**src/rtl/prog_mode_counter_if.sv**
```systemverilog
// Control/status bundle for prog_mode_counter: the master drives the controls, the counter (slave) drives the status.
interface prog_mode_counter_if #(
    parameter int WIDTH = 8,
    parameter int PRE_W = 4
);
    logic             en;
    logic             load;
    logic [WIDTH-1:0] load_val;
    logic             dir;
    logic [1:0]       mode;
    logic [PRE_W-1:0] prescale;
    logic [WIDTH-1:0] cmp_val;
    logic [WIDTH-1:0] count;
    logic             tc;
    logic             cmp_match;
    logic             running;

    modport master (
        output en, load, load_val, dir, mode, prescale, cmp_val,
        input  count, tc, cmp_match, running
    );

    modport slave (
        input  en, load, load_val, dir, mode, prescale, cmp_val,
        output count, tc, cmp_match, running
    );
endinterface

```
**src/rtl/prog_mode_counter.sv**
```systemverilog
// Loadable up/down counter with prescaler, four terminal-count modes,
// a compare output and a one-cycle terminal-count pulse.
module prog_mode_counter #(
    parameter int WIDTH      = 8,
    parameter int PRE_W      = 4,
    parameter bit RESET_LOAD = 1'b1
) (
    input  logic                 clk,
    input  logic                 rst_n,
    prog_mode_counter_if.slave   bus
);

    localparam logic [WIDTH-1:0] MAX = '1;

    typedef enum logic {
        ST_RUN     = 1'b0,
        ST_EXPIRED = 1'b1
    } run_state_t;

    run_state_t       state_p0, state_nxt;
    logic [WIDTH-1:0] count_p0, count_nxt;
    logic [PRE_W-1:0] psc_p0,   psc_nxt;
    logic             tc_p0,    tc_nxt;
    logic             active;
    logic             tick;
    logic             at_term;

    // Count value taken on a terminal tick; saturate and one-shot both hold.
    function automatic logic [WIDTH-1:0] terminal_next(
        input logic [1:0]       m,
        input logic             d,
        input logic [WIDTH-1:0] cur,
        input logic [WIDTH-1:0] lv
    );
        case (m)
            2'b00:   terminal_next = d ? MAX : '0;
            2'b01:   terminal_next = cur;
            2'b10:   terminal_next = cur;
            2'b11:   terminal_next = lv;
            default: terminal_next = cur;
        endcase
    endfunction

    assign active  = bus.en && (state_p0 == ST_RUN);
    // >= rather than == so lowering prescale below psc cannot stall the counter
    assign tick    = active && (psc_p0 >= bus.prescale);
    assign at_term = bus.dir ? (count_p0 == '0) : (count_p0 == MAX);

    always_comb begin
        state_nxt = state_p0;
        count_nxt = count_p0;
        psc_nxt   = psc_p0;
        tc_nxt    = 1'b0;
        if (bus.load) begin
            count_nxt = bus.load_val;
            psc_nxt   = '0;
            state_nxt = ST_RUN;
        end else if (tick) begin
            psc_nxt = '0;
            if (!at_term) begin
                count_nxt = bus.dir ? (count_p0 - WIDTH'(1)) : (count_p0 + WIDTH'(1));
            end else begin
                tc_nxt    = 1'b1;
                count_nxt = terminal_next(bus.mode, bus.dir, count_p0, bus.load_val);
                if (bus.mode == 2'b10) begin
                    state_nxt = ST_EXPIRED;
                end
            end
        end else if (active) begin
            psc_nxt = psc_p0 + PRE_W'(1);
        end
    end

    // Stage p0: single register stage holding all counter state
    always_ff @(posedge clk) begin
        if (!rst_n) begin
            state_p0 <= ST_RUN;
            count_p0 <= RESET_LOAD ? bus.load_val : '0;
            psc_p0   <= '0;
            tc_p0    <= 1'b0;
        end else begin
            state_p0 <= state_nxt;
            count_p0 <= count_nxt;
            psc_p0   <= psc_nxt;
            tc_p0    <= tc_nxt;
        end
    end

    assign bus.count     = count_p0;
    assign bus.tc        = tc_p0;
    assign bus.running   = (state_p0 == ST_RUN);
    assign bus.cmp_match = (count_p0 == bus.cmp_val);

endmodule
```
**src/flat_wrapper.sv**
```systemverilog
// flat-port wrapper written by rule: the top's interface ports become plain ports
module prog_mode_counter_flat 
#(
    parameter int WIDTH      = 8,
    parameter int PRE_W      = 4,
    parameter bit RESET_LOAD = 1'b1
)
  (clk, rst_n, bus_en, bus_load, bus_load_val, bus_dir, bus_mode, bus_prescale, bus_cmp_val, bus_count, bus_tc, bus_cmp_match, bus_running);
  prog_mode_counter_if #(.WIDTH(WIDTH), .PRE_W(PRE_W)) bus_i ();
  input  logic clk;
  input  logic rst_n;
  input wire logic [$bits(bus_i.en)-1:0] bus_en;
  input wire logic [$bits(bus_i.load)-1:0] bus_load;
  input wire logic [$bits(bus_i.load_val)-1:0] bus_load_val;
  input wire logic [$bits(bus_i.dir)-1:0] bus_dir;
  input wire logic [$bits(bus_i.mode)-1:0] bus_mode;
  input wire logic [$bits(bus_i.prescale)-1:0] bus_prescale;
  input wire logic [$bits(bus_i.cmp_val)-1:0] bus_cmp_val;
  output wire logic [$bits(bus_i.count)-1:0] bus_count;
  output wire logic [$bits(bus_i.tc)-1:0] bus_tc;
  output wire logic [$bits(bus_i.cmp_match)-1:0] bus_cmp_match;
  output wire logic [$bits(bus_i.running)-1:0] bus_running;
  assign bus_i.en = bus_en;
  assign bus_i.load = bus_load;
  assign bus_i.load_val = bus_load_val;
  assign bus_i.dir = bus_dir;
  assign bus_i.mode = bus_mode;
  assign bus_i.prescale = bus_prescale;
  assign bus_i.cmp_val = bus_cmp_val;
  assign bus_count = bus_i.count;
  assign bus_tc = bus_i.tc;
  assign bus_cmp_match = bus_i.cmp_match;
  assign bus_running = bus_i.running;
  prog_mode_counter #(.WIDTH(WIDTH), .PRE_W(PRE_W), .RESET_LOAD(RESET_LOAD)) u_core (.clk(clk), .rst_n(rst_n), .bus(bus_i));
endmodule
```
**config.mk**
```make
export PLATFORM = sky130hd
export DESIGN_NAME = prog_mode_counter_flat
export DESIGN_NICKNAME = d
export VERILOG_FILES = /design/src/rtl/prog_mode_counter_if.sv /design/src/rtl/prog_mode_counter.sv /design/src/flat_wrapper.sv
export SDC_FILE = /design/constraint.sdc
export NUM_CORES = 1
export LEC_CHECK = 0
export CAP_MARGIN = 20
export CORE_UTILIZATION = 46
export DETAILED_ROUTE_END_ITERATION = 8
export PLACE_DENSITY = 0.79
export RECOVER_POWER = 25
export SLEW_MARGIN = 40
export SYNTH_ARGS = -nofsm -noshare
export SYNTH_HDL_FRONTEND = slang
export SYNTH_SLANG_ARGS = --single-unit
```
**constraint.sdc**
```tcl
create_clock -name clk -period 2.75 [get_ports clk]
set_input_delay 0.275 -clock clk [delete_from_list [all_inputs] [get_ports clk]]
set_output_delay 0.275 -clock clk [all_outputs]
set_load 0.01 [all_outputs]
```
Word-level counts from Yosys, hierarchy flattened:

Cells that the tools add are included.

* bitwise gates (word level): 3
* add/sub/neg operators: 3
* magnitude comparators: 1
* reduce and logical (&&, ||, !) cells: 10
* equal/unequal tests: 7
* muxes and demuxes: 9

Operators by type and width (number)
* $mux W8: 6
* $pmux W8 S2: 1
* $add A8 B1 Y8 const B: 1
* $eq A8 B8 Y1: 1
* $eq A8 B8 Y1 const B: 1
* $logic_not A8 Y1: 1
* $sub A8 B1 Y8 const B: 1
* $reduce_or A3 Y1: 2
* $add A4 B1 Y4 const B: 1
* $eq A2 B2 Y1 const B: 2
* $ge A4 B4 Y1: 1
* $ne A4 B4 Y1 const B: 1
* $reduce_or A2 Y1: 2
* $ne A3 B1 Y1 const B: 1
* $not A1 Y1: 3
* $reduce_and A3 Y1: 1
* $eq A2 B1 Y1 const B: 1
* $logic_and A1 B1 Y1: 2
* $logic_not A2 Y1: 1
* $mux W1: 2
* $reduce_and A2 Y1: 1

* input port bits: 27
* word-level logic and storage cells: 37
* output and inout port bits: 11
* register bits after elaboration: 14

Depth between registers and ports, before layout:

Gate-level depths: netlist of the first run.

* depth after elaboration: 6
* depth in mapped cells: 8
* depth with buffers taken out: 7

Worst setup path before layout of the first run:

No wires, ideal clock.

* kind: flip-flop to flip-flop
* from: register u_core.psc_p0[0]
* to: register u_core.count_p0[0], in the netlist u_core.bus.count[0] (enable)
* period minus slack after synthesis: 2.175 ns
* setup time: 0.384 ns
* arrival: 1.790 ns
* cell stages (with the launch flop): 8
* buffers on the path: 0
* setup slack: 0.575 ns
* data required time: 2.366 ns
* cells stage by stage: dfxtp_1 inv_1 ha_1 nand2b_1 a21oi_1 o21ai_0 nand2_1 o21ai_0

* word-level cells in the longest chain between the ends: 4

RTL lines
* from (decl): RTL line prog_mode_counter.sv:22 `logic [PRE_W-1:0] psc_p0, psc_nxt;`
* from (signal assigned): RTL line prog_mode_counter.sv:84 `psc_p0 <= psc_nxt;`
* $ge A4 B4 Y1: RTL line prog_mode_counter.sv:46 `assign tick = active && (psc_p0 >= bus.prescale);`
* $logic_and A1 B1 Y1: RTL line prog_mode_counter.sv:46
* $ne A3 B1 Y1 (no line)
* $reduce_and A2 Y1 (no line)
* to (signal assigned): RTL line prog_mode_counter.sv:78 `count_p0 <= RESET_LOAD ? bus.load_val : '0;`
* to (signal assigned): RTL line prog_mode_counter.sv:83 `count_p0 <= count_nxt;`
* to (decl): RTL line prog_mode_counter.sv:21 `logic [WIDTH-1:0] count_p0, count_nxt;`

No other way between the ends.
A chain may end at the register's enable or synchronous reset.

Worst setup path in the final report of the first run:

* from: input bus_dir
* to: register u_core.count_p0[7], in the netlist u_core.bus.count[7] (data pin)

* word-level cells in the longest chain between the ends: 6
* elaborated cells on any way between the ends: 8
* classes of those cells: 8 x mux

RTL lines
* from (decl): RTL line flat_wrapper.sv:15 `input wire logic [$bits(bus_i.dir)-1:0] bus_dir;`
* $mux W8: RTL line prog_mode_counter.sv:36 `2'b00: terminal_next = d ? MAX : '0;`
* $pmux W8 S2: RTL line prog_mode_counter.sv:35 `case (m)`
* $mux W8 *: RTL line prog_mode_counter.sv:60 `if (!at_term) begin`
* $mux W8 *: RTL line prog_mode_counter.sv:58 `end else if (tick) begin`
* $mux W8 *: RTL line prog_mode_counter.sv:54 `if (bus.load) begin`
* $mux W8 *: RTL line prog_mode_counter.sv:76 `if (!rst_n) begin`

Mark *: on every way between the ends. The rest lies on a longest branch, timed or not. The select of a mux whose other input is x is not followed.

==> results of run 1 <==
[routing by layer]
layer	vias to the layer above	wire length, um	global-route usage
met5	-	0	0
met1	547	1220	0.259
li1	584	-	-
met3	4	146	0.0230
met4	0	22	0.0658
met2	41	1490	0.423
[worst paths after layout]
path                             from                   to  slack, ns  cells past startpoint
setup / recovery              bus_dir  u_core.bus.count[7]       0.55                      7
hold / removal        u_core.state_p0      u_core.state_p0       0.49                      2
setup reg to reg  u_core.bus.count[0]  u_core.bus.count[6]       0.61                      6
hold reg to reg       u_core.state_p0      u_core.state_p0       0.49                      2
[sequential cells by signal, indices dropped and copies added, names as in the netlist]
name,flops
u_core.bus.tc,1
u_core.psc_p0,4
u_core.bus.count,8
u_core.state_p0,1
[through the flow]
stage | total power [W] | utilization | hold slack [ns]
final | 0.000653 | 0.661 | 0.494
after global placement | 0.000528 | 0.651 | 0.457
after detailed placement | 0.000537 | 0.651 | 0.491
after global routing | 0.000695 | 0.661 | 0.521
after CTS | 0.000658 | 0.661 | 0.508
after floorplan | 0.000432 | - | 0.443
[worst reg2reg max path: cells and delay by family (launching register included)]
family / cells / cell delay, ns
compound gates: 2 / 0.41
buf+inv: 2 / 0.28
flops: 1 / 0.50
simple gates: 2 / 0.71
[synth_stat cells (2+ instances only)]
cell      instances  area [um^2]
edfxtp_1          8          240
dfxtp_1           6          120
o211ai_1          2         15.0
nand2b_1          2         12.5
o21a_1            2         15.0
nor2b_1           5         31.3
inv_1            11         41.3
nand3_1           3         15.0
nand2_1           7         26.3
nor3_1            3         15.0
mux2i_1           2         20.0
xor2_1            3         26.3
clkbuf_1          2         7.51
xnor2_1          12          105
nor2_1           11         41.3
nand4_1           7         43.8
or3_1             2         12.5
nor4_1            2         12.5
ha_1             13          163
o22a_1            4         35.0
a21oi_1          10         50.1
o21ai_0           4         20.0
[logic make-up after synthesis]
group                      after synthesis  share of synthesized area
buffers and inverters                   16                     0.0554
DFF                                     14                      0.296
xor gates and xnor gates                15                      0.108
adders and majority gates               14                      0.150
muxes                                    2                     0.0164
and+or+nand+nor                         45                      0.194
AOI/OAI and AO/OA                       32                      0.181
[area by class of cell]
class | count | area (um^2)
clock inverters | 1 | 3.75
repair buffers | 40 | 393
fillers | 227 | 847
flip-flops and latches | 14 | 360
multi-input cells | 108 | 791
well taps | 30 | 37.5
inverters | 12 | 45.0
clock buffers | 3 | 22.5
[power groups by stage]
stage | clock network [W] | registers (W) | logic (W)
finish | 0.000124 | 0.000266 | 0.000263
global route | 0.000133 | 0.000269 | 0.000293
CTS | 0.000124 | 0.000267 | 0.000267
detailed placement | 0 | 0.000272 | 0.000265
global placement | 0 | 0.000271 | 0.000257
floorplan | 0 | 0.000273 | 0.000159
==> reports/qor.txt, run 1 <==
# clock sinks: 14
Starting Density: 0.487
root buf cell: clkbuf_4
max_cap viols: 0
Die ar.: 2860 um^2
Cell Chain, Critical Path: clkdlybuf4s50_1, ha_1, a21oi_1, o211ai_1, o41ai_1, xnor2_1, o221ai_1
RSZ-0062 raised after global routing: no
pre-CTS setup slack: 0.286 ns
H-tree depth: 1
DRC: 0
Clock Tree Buf Depth: 2
I/O pin count: 38
gpl congestion: 0.898
#FFs+latches synth: 14
CP Launch Type: input pin
switching part of the total power: 0.326
fraction of layout cells with a size suffix above 1: 0.0506
vias in the first global route: 1,108
Mapped Avg Cell Area: 8.83 um^2
CTS tree: yes
Syn Inst Count: 138
crit path time final: 2.20 ns
CP peak stage delay: 0.64 ns
Core ar.: 2500 um^2
crit path kind: in2reg
global-route wire length before repair: 4640 um
highest-count cells in the layout ignoring fill and taps: clkdlybuf4s50_1, ha_1, xnor2_1, inv_1, nor2_1
Worst-path clk slew: 0.09 ns
Yosys cell types: 39
Core Rows: 18
skew final: 0.00168 ns
crit path buf inv count: 1
sequential fraction of the synthesis area: 0.296
logic gate share of total power: 0.403
Worst Path Max Fanout: 8
Vias/cell: 5.65
# nets final: 220
Resized Gates After CTS: 0
CTS Buf Count: 3
Worst Max-Slew Pin Slew: 0.454 ns
sequential share of power: 0.408
number of enable flip-flop cells after synthesis: 8
Post CTS Setup Buffer Count: 0
period utilization: 0.799
Max Clk Rate: 455 MHz
Post-DP HPWL: 2290 um
commonest non-fill, non-tap cell in the layout: clkdlybuf4s50_1
endpoints failing setup: 0
drt pass-1 iters: 4
slack of the critical path: 0.553 ns
buffers added on ports: 37
Relative slew margins: 0.695
syn_nets: 179
DRT Wirelength: 2880 um
Internal Pwr Total: 0.000440 W
delay-heaviest family, CP: compound AO/OA/AOI/OAI gates
maximum vdd drop: 0.303 mV
status: completed
Tot GR Track Use: 0.224
Routed WL per cell: 13.9 um
Slew Limit Fails: 0
final cell count without fillers: 208
Post-Syn Area: 1220 um^2
setup TNS: 0 ns
initial antenna violation count: 0
Hold/Removal Path Class: reg2reg
WP data required: 2.77 ns
PwrDens: 395 nW/um^2
Placed Instances: 204
Yosys warning count: 0
Chip Width: 53.5 um
Die Ht: 53.5 um
Critical Path End Type: flop
initial DRC count: 16
CTS Hold Buffers Added: 0
final hold viol count: 0
Post-Layout Inst Area: 1650 um^2
via count: 1,176
leak pwr: 0.645 nW
Skew-Pair Late Insertion Delay: 0.28 ns
Post-synth top flop: edfxtp_1
Arr. time, crit path: 2.22 ns
placed cell area: 1630 um^2
Final ANT Viol Nets: 0
largest net degree at the start of global routing: 11
Async S/R FF share, synth: 0
clock share of power: 0.190
Net Switching: 0.000213 W
n_diodes: 0
grt total ovfl: 0
crit path max-delay cell type: clkdlybuf4s50_1
Syn-to-layout area delta: 35.6%
Power figures use the tool's default switching activity.
==> run 2: changes to the inputs <==
--- a/config.mk
+++ b/config.mk
@@ -6,9 +6,9 @@
 export NUM_CORES = 1
 export LEC_CHECK = 0
 export CAP_MARGIN = 20
-export CORE_UTILIZATION = 46
+export CORE_UTILIZATION = 42
 export DETAILED_ROUTE_END_ITERATION = 8
-export PLACE_DENSITY = 0.79
+export PLACE_DENSITY = 0.76
 export RECOVER_POWER = 25
 export SLEW_MARGIN = 40
 export SYNTH_ARGS = -nofsm -noshare
==> constraint.sdc (replaced) <==
create_clock -name clk -period 1.9 [get_ports clk]
set_input_delay 0.19 -clock clk [delete_from_list [all_inputs] [get_ports clk]]
set_output_delay 0.19 -clock clk [all_outputs]
set_load 0.01 [all_outputs]
==> run 2 against run 1 <==
  * The run now ends with setup timing left
  * Non-clock buffer count grew 31
  * Global-route usage grew 2.9 points
  * First-iteration DRC count grew 110%
  * Largest power group is now combinational logic
==> reports/qor.txt, run 2 (synthesized netlist as in run 1, its figures left out) <==
Reg area: 360 um^2 (unchanged)
skew final: 0.00221 ns (+0.000521 ns)
Vias/cell: 5.55 (-1.8%)
switching part of the total power: 0.327 (+0.00104)
Worst Path Max Fanout: 4 (-4)
root buf cell: clkbuf_4
period utilization: 1.06
Clock Tree Buf Depth: 2 (unchanged)
slack of the critical path: -0.117 ns (-0.670 ns)
GR Util met1: 0.272 (+0.0126)
Starting Density: 0.442 (-0.0456)
grt total ovfl: 0 (unchanged)
Arr. time, crit path: 2.06 ns (-0.16 ns)
commonest non-fill, non-tap cell in the layout: clkdlybuf4s50_1
fillers: 193 (-15%)
Slew Limit Fails: 0 (unchanged)
fin util: 0.766 (+0.105)
crit path from: u_core.bus.count[3]
# nets final: 251 (+14%)
Worst Max-Slew Pin Slew: 0.447 ns (-0.00752 ns)
Tot GR Track Use: 0.254 (+0.0294)
pre-CTS setup slack: -0.418 ns (-0.704 ns)
fraction of layout cells with a size suffix above 1: 0.311 (+0.260)
Hold/Removal Path Class: reg2reg
failing checks: setup timing
Global Route met2 Usage: 0.508 (+0.0848)
Core Rows: 19 (+1)
multi-input logic area: 965 um^2 (+22%)
Net Switching: 0.000392 W (+84%)
max reg flops: 8 (unchanged)
HP Start: u_core.state_p0
Relative slew margins: 0.702 (+0.00734)
Final ANT Viol Nets: 0 (unchanged)
CTS Buf Count: 3 (unchanged)
vias in the first global route: 1,407 (+27%)
RSZ-0062 raised after global routing: yes
largest net degree at the start of global routing: 9 (-2)
crit path time final: 2.02 ns
drt pass-1 iters: 4 (unchanged)
crit path kind: reg2reg
Internal Pwr Total: 0.000807 W (+83%)
# clock sinks: 14 (unchanged)
initial DRC count: 34 (+18)
CP Launch Type: flop
most used routing layer: met2
PwrDens: 568 nW/um^2 (+44%)
Reg2Reg Launch Point: u_core.bus.count[3]
Die ar.: 3120 um^2 (+9.2%)
final hold viol count: 0 (unchanged)
Worst-path clk slew: 0.09 ns (about the same)
max_cap viols: 0 (unchanged)
gpl congestion: 0.842 (-6.2%)
GRT met3 Usage: 0.0279 (+0.00492)
status: finished with violations
clock share of power: 0.190 (about the same)
global-route wire length before repair: 6170 um (+33%)
logic gate share of total power: 0.504 (+0.101)
initial antenna violation count: 0 (unchanged)
Critical Path End Type: flop
buffers added on ports: 37 (unchanged)
sequential share of power: 0.306 (-0.102)
leak pwr: 0.846 nW (+31%)
maximum vdd drop: 0.511 mV (+69%)
DRC: 0 (unchanged)
Core ar.: 2760 um^2 (+10%)
Syn-to-layout area delta: 73.3%
highest-count cells in the layout ignoring fill and taps: clkdlybuf4s50_1, buf_4, xnor2_1
CTS tree: yes
Routed WL per cell: 16.2 um (+17%)
Die Ht: 55.9 um (+4.5%)
endpoints failing setup: 15 (+15)
I/O pin count: 38 (unchanged)
Skew-Pair Late Insertion Delay: 0.29 ns (about the same)
WP data required: 1.94 ns (-0.83 ns)
Post-DP HPWL: 2760 um (+20%)
n_diodes: 0 (unchanged)
Chip Width: 55.9 um (+4.5%)
H-tree depth: 1 (unchanged)
DRT Wirelength: 3900 um (+35%)
via count: 1,332 (+13%)
Max Clk Rate: 496 MHz
-- run 2: cell count changes in the layout (fill, tap and decap cells not counted), sizes merged --
cell,before,now
clkinv,1,0
buf,3,34
dlygate4sd2,0,1
clkbuf,3,4
clkdlybuf4s50,29,31
clkdlybuf4s15,0,1
dlygate4sd3,8,4
-- run 2: layout make-up --
| class | count | share of cell area |
|---|---|---|
| well taps | 31 | 0.0184 |
| clock buffers | 4 | 0.0172 |
| multi-input cells | 108 | 0.457 |
| flip-flops and latches | 14 | 0.171 |
| inverters | 12 | 0.0213 |
| repair buffers | 71 | 0.316 |
-- run 2: final timing paths --
kind	cells after the start	end	slack [ns]
setup / recovery	7	u_core.bus.count[5]	-0.12
hold / removal	2	u_core.state_p0	0.50
setup reg to reg	7	u_core.bus.count[5]	-0.12
hold reg to reg	2	u_core.state_p0	0.50
-- run 2: routing by layer --
metal | vias up | wire length (um)
met5 | - | 0
met4 | 0 | 76
met3 | 9 | 185
met2 | 53 | 2200
met1 | 622 | 1440
li1 | 648 | -
-- run 2: what timing repair did --
item                       in CTS  in global routing
setup buffers                   4                  2
setup endpoints to repair      16                 17
resized for setup              14                 23
pin swaps                      10                 15
hold buffers                    0                  0
-- run 2: worst max-delay path: stages, from the launching register on --
cell	delay (ns)
edfxtp_1	0.44
ha_1	0.40
nand3_1	0.14
o211ai_1	0.14
buf_4	0.16
or3_1	0.29
nand4_1	0.10
o211ai_1	0.10
-- run 2: power by group through the flow --
stage / logic (W) / clock network (W) / registers, W
detailed placement: 0.000487 / 0 / 0.000375
CTS: 0.000547 / 0.000224 / 0.000366
floorplan: 0.000238 / 0 / 0.000395
global route: 0.000654 / 0.000237 / 0.000369
finish: 0.000604 / 0.000228 / 0.000367
global placement: 0.000470 / 0 / 0.000373
-- run 2: stage by stage --
step | hold WS [ns] | power (W) | std cells | instance area, um^2 | setup TNS [ns]
after global routing | 0.499 | 0.00126 | 240 | 2110 | -2.54
after CTS | 0.498 | 0.00114 | 240 | 2000 | -0.253
final | 0.498 | 0.00120 | 240 | 2110 | -1.46
after floorplan | 0.358 | 0.000633 | 138 | 1230 | 0
after global placement | 0.468 | 0.000843 | 232 | 1860 | -2.31
after detailed placement | 0.479 | 0.000862 | 232 | 1860 | -3.26
